<file path="src/rtl/lp_fifo_1c_dfx.sv">
// rtl/lp_fifo_1c_dfx.sv - single-clock FIFO with programmable flags, FWFT option and error reporting
module lp_fifo_1c_dfx #(
  parameter int WIDTH       = 8,
  parameter int DEPTH       = 8,
  parameter int FWFT        = 0,
  parameter int AF_FROM_TOP = 1,
  parameter int ERR_MODE    = 0,
  localparam int CNT_W      = $clog2(DEPTH + 1)
) (
  input  logic             clk,
  input  logic             rst_n,
  input  logic             init_n,
  input  logic [CNT_W-1:0] ae_level,
  input  logic [CNT_W-1:0] af_level,
  input  logic             level_change,
  input  logic             push_n,
  input  logic [WIDTH-1:0] data_in,
  input  logic             pop_n,
  output logic [WIDTH-1:0] data_out,
  output logic [CNT_W-1:0] word_cnt,
  output logic             empty,
  output logic             almost_empty,
  output logic             half_full,
  output logic             almost_full,
  output logic             full,
  output logic             error
);

  localparam int PTR_W = $clog2(DEPTH);
  localparam logic [PTR_W-1:0] PTR_LAST = PTR_W'(DEPTH - 1);
  localparam logic [CNT_W-1:0] CNT_FULL = CNT_W'(DEPTH);
  localparam logic [CNT_W-1:0] CNT_HALF = CNT_W'((DEPTH + 1) / 2);

  logic [WIDTH-1:0] mem [DEPTH];
  logic [PTR_W-1:0] wr_ptr;
  logic [PTR_W-1:0] rd_ptr;
  logic [CNT_W-1:0] cnt;
  logic [CNT_W-1:0] ae_reg;
  logic [CNT_W-1:0] af_reg;
  logic [CNT_W-1:0] af_thr;
  logic             err_q;
  logic             pop_ok;
  logic             push_ok;
  logic             overflow;
  logic             underflow;

  // A pop is only legal with data present; a push at full rides on a same-cycle pop.
  always_comb begin
    pop_ok    = !pop_n && (cnt != '0);
    push_ok   = !push_n && ((cnt != CNT_FULL) || pop_ok);
    overflow  = !push_n && (cnt == CNT_FULL) && !pop_ok;
    underflow = !pop_n && (cnt == '0);
  end

  // Counting down from the top saturates at zero rather than wrapping when af_reg exceeds DEPTH.
  always_comb begin
    af_thr = af_reg;
    if (AF_FROM_TOP != 0) begin
      if (af_reg > CNT_FULL) af_thr = '0;
      else                   af_thr = CNT_FULL - af_reg;
    end
  end

  always_comb begin
    word_cnt     = cnt;
    empty        = (cnt == '0);
    full         = (cnt == CNT_FULL);
    half_full    = (cnt >= CNT_HALF);
    almost_empty = (cnt <= ae_reg);
    almost_full  = (cnt >= af_thr);
    error        = err_q;
  end

  always_ff @(posedge clk or negedge rst_n) begin
    if (!rst_n) begin
      wr_ptr <= '0;
      rd_ptr <= '0;
      cnt    <= '0;
      ae_reg <= CNT_W'(1);
      af_reg <= CNT_W'(1);
      err_q  <= 1'b0;
    end else if (!init_n) begin
      wr_ptr <= '0;
      rd_ptr <= '0;
      cnt    <= '0;
      err_q  <= 1'b0;
    end else begin
      if (level_change) begin
        ae_reg <= ae_level;
        af_reg <= af_level;
      end
      if (push_ok) wr_ptr <= (wr_ptr == PTR_LAST) ? '0 : wr_ptr + 1'b1;
      if (pop_ok)  rd_ptr <= (rd_ptr == PTR_LAST) ? '0 : rd_ptr + 1'b1;
      case ({push_ok, pop_ok})
        2'b10:   cnt <= cnt + 1'b1;
        2'b01:   cnt <= cnt - 1'b1;
        default: cnt <= cnt;
      endcase
      if (overflow || underflow) err_q <= 1'b1;
      else if (ERR_MODE != 0)    err_q <= 1'b0;
    end
  end

  // Storage is deliberately left out of reset and flush.
  always_ff @(posedge clk) begin
    if (rst_n && init_n && push_ok) mem[wr_ptr] <= data_in;
  end

  generate
    if (FWFT != 0) begin : g_fwft
      assign data_out = empty ? '0 : mem[rd_ptr];
    end else begin : g_std
      logic [WIDTH-1:0] dout_q;
      always_ff @(posedge clk or negedge rst_n) begin
        if (!rst_n)       dout_q <= '0;
        else if (!init_n) dout_q <= '0;
        else if (pop_ok)  dout_q <= mem[rd_ptr];
      end
      assign data_out = dout_q;
    end
  endgenerate

endmodule
</file>
<file path="config.mk">
export PLATFORM = sky130hd
export DESIGN_NAME = lp_fifo_1c_dfx
export DESIGN_NICKNAME = d
export VERILOG_FILES = /design/src/rtl/lp_fifo_1c_dfx.sv
export SDC_FILE = /design/constraint.sdc
export NUM_CORES = 1
export LEC_CHECK = 0
export ABC_AREA = 1
export CAP_MARGIN = 20
export CORE_UTILIZATION = 45
export CTS_BUF_LIST = sky130_fd_sc_hd__clkbuf_4 sky130_fd_sc_hd__clkbuf_8
export CTS_CLUSTER_DIAMETER = 150
export DETAILED_ROUTE_END_ITERATION = 12
export PLACE_DENSITY = 0.65
export REMOVE_ABC_BUFFERS = 1
export SKIP_CTS_REPAIR_TIMING = 1
export SLEW_MARGIN = 20
export SYNTH_ARGS = -nofsm -noshare
export SYNTH_HDL_FRONTEND = slang
export SYNTH_SLANG_ARGS = --single-unit
</file>
<file path="constraint.sdc">
create_clock -name clk -period 2.69 [get_ports clk]
set_input_delay 0.538 -clock clk [delete_from_list [all_inputs] [get_ports clk]]
set_output_delay 0.538 -clock clk [all_outputs]
set_load 0.02 [all_outputs]
</file>
## After elaboration in Yosys (flattened, before gate mapping)

Memory sizes are Yosys's and may differ from the RTL's.
Cells that the tools add are included.

- Add/subtract/negate cells: 5
- Magnitude comparators: 4
- Eq/ne operators: 10
- Mux-type cells: 15
- Reduce and logical (&&, ||, !) cells: 15

Operators by type and width:

| cell | count |
|---|---|
| $mux 3 | 6 |
| $mux 8 | 2 |
| $mux 4 | 2 |
| $pmux 4 s2 | 1 |
| $logic_and 1x1->1 | 7 |
| $add 3x1->3 const B | 2 |
| $eq 3x3->1 const B | 2 |
| $ne 2x1->1 const B | 3 |
| $add 4x1->4 const B | 1 |
| $eq 4x4->1 const B | 1 |
| $ge 4x3->1 const B | 1 |
| $ge 4x4->1 | 1 |
| $gt 4x4->1 const B | 1 |
| $le 4x4->1 | 1 |
| $logic_not 4->1 | 1 |
| $mux 1 | 4 |
| $ne 4x4->1 const B | 1 |
| $reduce_bool 4->1 | 1 |
| $sub 4x1->4 const B | 1 |
| $sub 4x4->4 const A | 1 |
| $logic_not 1->1 | 3 |
| $ne 3x1->1 const B | 1 |
| $eq 2x1->1 const B | 1 |
| $eq 2x2->1 const B | 1 |
| other kinds (2) | 3 |

- Register bits after elaboration: 27
- Bits in writable memories: 64
- Input port bits: 22
- Logic and storage cells: 57
- Memories: 1

Memories:

| memory | words | bits a word | read ports | clocked after memory_dff | write ports | line | source |
|---|---|---|---|---|---|---|---|
| mem | 8 | 8 | 1 | 0 | 1 | 34 | `logic [WIDTH-1:0] mem [DEPTH];` |

## Logic depth before layout (Yosys ltp)

Gate-level depths: netlist of run 1.

- Depth in word-level cells: 7
- Gate-level depth with buffers: 11
- Gate-level depth less buffers: 11

## Least setup slack after synthesis of run 1

OpenSTA, ideal clock, no wires.

- Kind: reg-to-output
- Start point: register af_reg[0]
- End point: output almost_full
- Arrival: 1.660 ns
- Required time: 2.152 ns
- Setup slack: 0.492 ns
- Stages on the path, launching flop included: 11
- Path through: dfstp_2 inv_1 ha_1 inv_1 nor2_1 o21ai_0 ha_1 inv_1 nor2_1 o211ai_1 nand3_1

- Cells in the longest elaborated chain, start to end: 3

Ends and longest elaborated chain:

| element | line | source |
|---|---|---|
| from (decl) | 39 | `logic [CNT_W-1:0] af_reg;` |
| from (signal assigned) | 90 | `af_reg <= af_level;` |
| $sub 4x4->4 / $gt 4x4->1 (equally long branches) | 60, 59 |  |
| $mux 4 * | 59 | `if (af_reg > CNT_FULL) af_thr = '0;` |
| $ge 4x4->1 * | 70 | `almost_full = (cnt >= af_thr);` |
| to (decl) | 24 | `output logic almost_full,` |

Mark *: on every way between the ends. The rest lies on a longest branch, timed or not.

## Worst setup path in the final report of run 1

Same ends and word-level chain as after synthesis.

==> impl_metrics.ini, run 1 <==
[outcome]
status = complete, no violations

[detailed_routing]
postRouteAntennaNets = 0
drc_errors = 0
vias = 2813
avgViaCountPerCell = 5.38
routed_wl_um = 8370
wl_per_cell_um = 16.0
drtPass1Iterations = 4
drt_iter0_markers = 153

[synthesis]
synth_seq_cells = 91
syn_avg_cell_area_um2 = 11.3
synth_warnings = 0
yosysUniqueCellTypes = 36
synth.area.mux_share_pct = 0.556
synthXorXnorAreaFrac_pct = 0.618
synth-compound-area-share_pct = 11.8
synth_top_family_by_area = simple AND/OR/NAND/NOR gates
synth-seq-area-share_pct = 64.2
syn_area_um2 = 4050
synth_simple_gate_area_share_pct = 14.2
synthCells = 357
synth_fa_ha_area_share_pct = 4.33

[sta]
min_period_ps = 2650
maxSlewHeadroom_pct = 62.8
worstMarginPinSlew_ps = 558
hold_viol = 0
rsz0062_at_grt = yes
drv_slew = 0
post-route-period-util_pct = 98.4
skew_ps = 12.7
finalSetupTns_ps = 0
setup_violations = 0
fmax_mhz = 378

[global_route]
gr-usage-met2_pct = 31.7
grt_pass1_wl_um = 13700
busiest_layer = met2
grt_overflow_total = 0
grt_util_met1_pct = 24.3
use_met3_pct = 3.54
grt_pass1_vias = 2767
antenna_found_initial = 0
grt_start_max_net_pins = 35
groute.usage.overall_pct = 18.7

[finish]
nFillCells = 748
multi_input_area_um2 = 1290
layout.nets = 446
final_util_pct = 55.4
area_growth_pct = 19.3
final_cells = 523
regArea_um2 = 2600
drive_gt1_share_pct = 13.5
final_area_um2 = 4830
top_register = mem
largest_reg_flops = 64
antennaDiodeCount = 0

[power_and_ir_drop]
power.total_w = 0.00378
leakage_nw = 1.90
peakVddDrop_mv = 0.408
p_per_area_nw_per_um2 = 782

[die]
start_util_pct = 46.4
pin_count = 40
die_w_um = 96.8
die_h_um = 96.8
die_area_um2 = 9380
core_area_um2 = 8720
std_cell_rows = 34

[critical_path]
cp-start-kind = flip-flop
endpoint_kind = output port
path_cells = inv_2 -> ha_4 -> inv_2 -> nor2_2 -> o21ai_1 -> ha_1 -> inv_1 -> nor2_1 -> o211ai_1 -> nand3_1 -> buf_6
path_delay_family = flip-flops
critical_path_buf_inv_count = 4
cp_max_fo = 3
crit_arrival_ps = 2110
cp.required_ps = 2150
setup.worst_path.class = reg -> out
slowest_delay_ps = 530
cpMaxStageDelayCell = dfstp_2
crit_path_frequent_cell = inv_2

[place]
placed_cells = 506
postPlaceCellArea_um2 = 4620
routabilityCongestion = 0.811
io_buffer_count = 39
dp_hpwl_um = 5390

[clock_tree]
clk_pin_slew_ps = 90
cts_tree = built
root_buffer = clkbuf_8
insertion_delay_ps = 350
clockBufferDepth = 2
cts_made_buffers = 9
h-tree-depth = 3
clkSinkCount = 91

[min_path]
min_path_type = reg -> reg

[flow_run]
maxCapViolCount = 0
## logic make-up after synthesis
| family | after synthesis |
|---|---|
| XOR/XNOR | 2 |
| AO/OA/AOI/OAI | 77 |
| buffers and inverters | 43 |
| adder cells (fa/ha/maj) | 14 |
| multiplexers | 2 |
| AND/OR/NAND/NOR | 128 |
| flip-flops | 91 |
## metal layers
layer  up-vias  part of all wire, %  wire length [µm]
li1       1369                    -                 -
met1      1355                   44              3710
met2        77                   49              4100
met3        12                  5.5               464
met4         0                  1.2               103
met5         -                    0                 0
## per-stage QoR
step | setup WS [ps] | hold WS, ps
after detailed placement | -43.3 | 470
after floorplan | 492 | 242
final | 42.5 | 486
after global placement | 47.1 | 464
after CTS | -438 | 493
after global routing | -137 | 516
## report_power, final
part | switching, W | total (W) | leakage (nW) | internal [W]
registers | 0.0000891 | 0.00170 | 0.921 | 0.00161
clock network | 0.000500 | 0.000850 | 0.0844 | 0.000350
logic | 0.000726 | 0.00123 | 0.890 | 0.000502
total | 0.00131 | 0.00378 | 1.90 | 0.00246
## placed cells by master (no fill, tap or decap), types with 6 or more instances in the layout
cell	netlist	layout
a21oi_1	8	8
clkdlybuf4s50_1	0	37
ha_1	14	13
o21ai_1	5	6
edfxtp_1	64	64
o221ai_1	15	15
nand2_1	41	41
nor2_1	55	54
inv_1	30	28
nand3_1	15	15
buf_4	1	14
dfrtp_1	25	25
o21ai_0	39	38
clkbuf_8	0	9
## final timing paths
kind,slack (ps),cells past startpoint,from,to
max,40,11,af_reg[0],almost_full
min,490,2,data_out[6],data_out[6]
max reg2reg,870,7,word_cnt[2],mem[0][1]
min reg2reg,490,2,data_out[6],data_out[6]
max in group asynchronous,1720,2,rst_n,af_reg[0]
min in group asynchronous,650,2,rst_n,word_cnt[2]
## worst register-to-register path, stage by stage, from the launching register on
cell and delay (ps):
dfrtp_1 510, inv_1 140, nand3_1 200, o21ai_2 90, nor2_1 130, nand2_1 130
nor2_1 110, buf_4 200
## cells in the mapped netlist
| cell type | n | area share, % |
|---|---|---|
| edfxtp_1 | 64 | 47 |
| xnor2_1 | 1 | 0.22 |
| nor2_2 | 3 | 0.46 |
| nor2_8 | 1 | 0.49 |
| buf_4 | 1 | 0.19 |
| ha_1 | 14 | 4.3 |
| inv_2 | 2 | 0.19 |
| o22ai_1 | 1 | 0.15 |
| buf_2 | 6 | 0.74 |
| nand2_2 | 5 | 0.77 |
| nor2_1 | 55 | 5.1 |
| o211ai_1 | 3 | 0.56 |
| o221ai_1 | 15 | 3.2 |
| o21bai_1 | 1 | 0.19 |
| o2bb2ai_1 | 1 | 0.22 |
| a31oi_1 | 1 | 0.15 |
| nand4_1 | 4 | 0.62 |
| nand3_1 | 15 | 1.9 |
| mux2_2 | 2 | 0.56 |
| inv_1 | 30 | 2.8 |
| nand2_1 | 41 | 3.8 |
| o21ai_2 | 1 | 0.22 |
| o21ai_0 | 39 | 4.8 |
| nor3_1 | 1 | 0.12 |
| a22o_1 | 1 | 0.22 |
| dfstp_2 | 2 | 1.3 |
| a21oi_1 | 8 | 0.99 |
| nand3_4 | 1 | 0.43 |
| dfrtp_1 | 25 | 15 |
| nand3_2 | 1 | 0.25 |
| clkbuf_2 | 1 | 0.12 |
| xor2_2 | 1 | 0.40 |
| a21oi_4 | 1 | 0.40 |
| nand2_4 | 1 | 0.28 |
| clkbuf_1 | 3 | 0.28 |
| o21ai_1 | 5 | 0.62 |
## area by class of cell
class	count	area share (%)
well taps	108	2.80
inverters	32	2.49
flip-flops and latches	91	53.9
repair buffers	53	10.3
clock inverters	7	1.24
clock buffers	9	2.57
multi-input cells	223	26.7
No activity file was read; power rests on OpenSTA's default activity.
==> run 2, diff against run 1 <==
- ABC_AREA: 1 -> not set
- CAP_MARGIN: 20 -> not set
- GPL_TIMING_DRIVEN: not set -> 0
==> impl_metrics.ini, run 2 <==
[clock_tree]
clockBufferDepth = 2
clk_pin_slew_ps = 100
insertion_delay_ps = 370
clkSinkCount = 91
root_buffer = clkbuf_8
cts_tree = built
cts_made_buffers = 9
h-tree-depth = 3

[place]
io_buffer_count = 39
postPlaceCellArea_um2 = 4510
pre_cts_slack_ps = -298
routabilityCongestion = 0.716
dp_hpwl_um = 5020

[critical_path]
cp_max_fo = 4
critical_path_buf_inv_count = 2
path_cells = inv_1 -> ha_2 -> nand2_1 -> ha_1 -> a21o_1 -> a21o_1 -> a21o_1 -> buf_2
cpMaxStageDelayCell = dfstp_2
ff2ff_setup_slack_ps = 260
endpoint_kind = output port
slowest_delay_ps = 560
crit_path_frequent_cell = a21o_1
cp.required_ps = 2150
setup.worst_path.class = reg -> out
path_delay_family = adder cells
crit_arrival_ps = 2250
cp-start-kind = flip-flop

[sta]
hold-worst-slack_ps = 203
hold_viol = 0
drv_slew = 0
setup_violations = 1
finalSetupTns_ps = -97.5
fin_ws_ps = -97.5
fmax_mhz = 359
post-route-period-util_pct = 104
skew_ps = 15.5
worstMarginPinSlew_ps = 906
rsz0062_at_grt = yes
min_period_ps = 2790
maxSlewHeadroom_pct = 39.4

[die]
std_cell_rows = 34
die_h_um = 96.3
die_w_um = 96.3
start_util_pct = 46.1
die_area_um2 = 9270
pin_count = 40
core_area_um2 = 8680

[detailed_routing]
wl_per_cell_um = 18.4
drc_errors = 0
drtPass1Iterations = 4
vias = 2355
routed_wl_um = 7700
postRouteAntennaNets = 0
avgViaCountPerCell = 5.62
drt_iter0_markers = 126

[synthesis]
synth_top_area_cell = edfxtp_1
yosysMostFrequentCell = edfxtp_1
syn_avg_cell_area_um2 = 15.2
synth.top_cell.area_share_pct = 48.0
syn_area_um2 = 4000
ys.flop_type = edfxtp_1
synth-seq-area-share_pct = 65.0
synthCells = 264
async_flop_share_pct = 29.7
synth.area.top_cells = edfxtp_1 48%, dfrtp_1 16%, mux4_2 9.0%
synth_edf_count = 64
synth_seq_cells = 91
yosys-top-cells-count = 64 x edfxtp_1, 25 x dfrtp_1, 21 x nor2_1, 16 x mux4_2, 15 x o21ai_0
synth_warnings = 0
yosysUniqueCellTypes = 38

[power_and_ir_drop]
p_per_area_nw_per_um2 = 682
peakVddDrop_mv = 0.471
leakage_nw = 1.69

[finish]
final_util_pct = 54.7
multi_input_area_um2 = 1330
layout_common_cells = 64 x edfxtp_1, 36 x clkdlybuf4s50_1, 22 x dfrtp_1, 19 x nor2_1, 16 x mux4_2
final_common_cell = edfxtp_1
final_area_um2 = 4750
layout.nets = 343
top_register = mem
regArea_um2 = 2600
area_growth_pct = 18.7
drive_gt1_share_pct = 20.9
antennaDiodeCount = 0
nFillCells = 729
largest_reg_flops = 64

[global_route]
antenna_found_initial = 0
groute.usage.overall_pct = 18.2
grt_start_max_net_pins = 32
grt_pass1_wl_um = 11800
grt_overflow_total = 0
grt_pass1_vias = 2304

[flow_run]
maxCapViolCount = 0

[outcome]
violations = setup timing
status = finished, violations left

[min_path]
min_path_type = in -> async
[run 2: cell count changes after synthesis, moves of 5 or more]
cell      delta
nand3_1     -10
o221ai_1    -15
o22ai_1      +7
mux4_2      +16
nand2_1     -30
nand2_2      -5
inv_1       -20
o21ai_0     -24
nor2_1      -34
mux2_2       +7
o21ai_1      -5
[run 2: metrics by stage]
stage          total power [W]  std cells
2_1_floorplan          0.00201        252
3_3_place_gp           0.00224        399
3_5_place_dp           0.00225        403
4_1_cts                0.00326        418
5_1_grt                0.00337        419
6_report               0.00324        419
[run 2: where the power goes]
| group | switching [W] | internal (W) |
|---|---|---|
| registers | 0.0000945 | 0.00157 |
| logic | 0.000271 | 0.000290 |
| clock network | 0.000488 | 0.000531 |
[run 2: logic make-up after synthesis]
group,count (synthesis),synth area share (%)
and+or+nand+nor,65,8.79
muxes,27,12.0
DFF,91,65.0
xor gates and xnor gates,4,0.875
adders and majority gates,14,4.38
buffers and inverters,22,2.53
AOI/OAI and AO/OA,41,6.41
[run 2: final timing paths]
check                            start          end  cells after the start
max                          af_reg[0]  almost_full                      8
min                              rst_n  word_cnt[3]                      1
max reg2reg                word_cnt[2]    mem[6][6]                      4
min reg2reg                      error        error                      2
max in group asynchronous        rst_n    rd_ptr[0]                      1
min in group clk                 error        error                      2
[run 2: layer usage]
layer / GRT usage (%) / routed length, µm
met4: 5.64 / 116
met3: 5.69 / 461
met2: 31.3 / 3960
met5: 0 / 0
met1: 21.8 / 3160
[run 2: worst register-to-register path, stage by stage (launching register included)]
cell      delay, ps
dfrtp_1         670
nor3_4          110
a31oi_4         300
nand3b_1        210
nor2_1          750
[run 2: area by class of cell]
type | instances | area share [%]
Sequential cell | 91 | 54.8
Multi-Input combinational cell | 151 | 28.1
Clock inverter | 6 | 2.03
Inverter | 10 | 0.790
Tap cell | 108 | 2.84
Timing Repair Buffer | 44 | 8.85
Clock buffer | 9 | 2.61
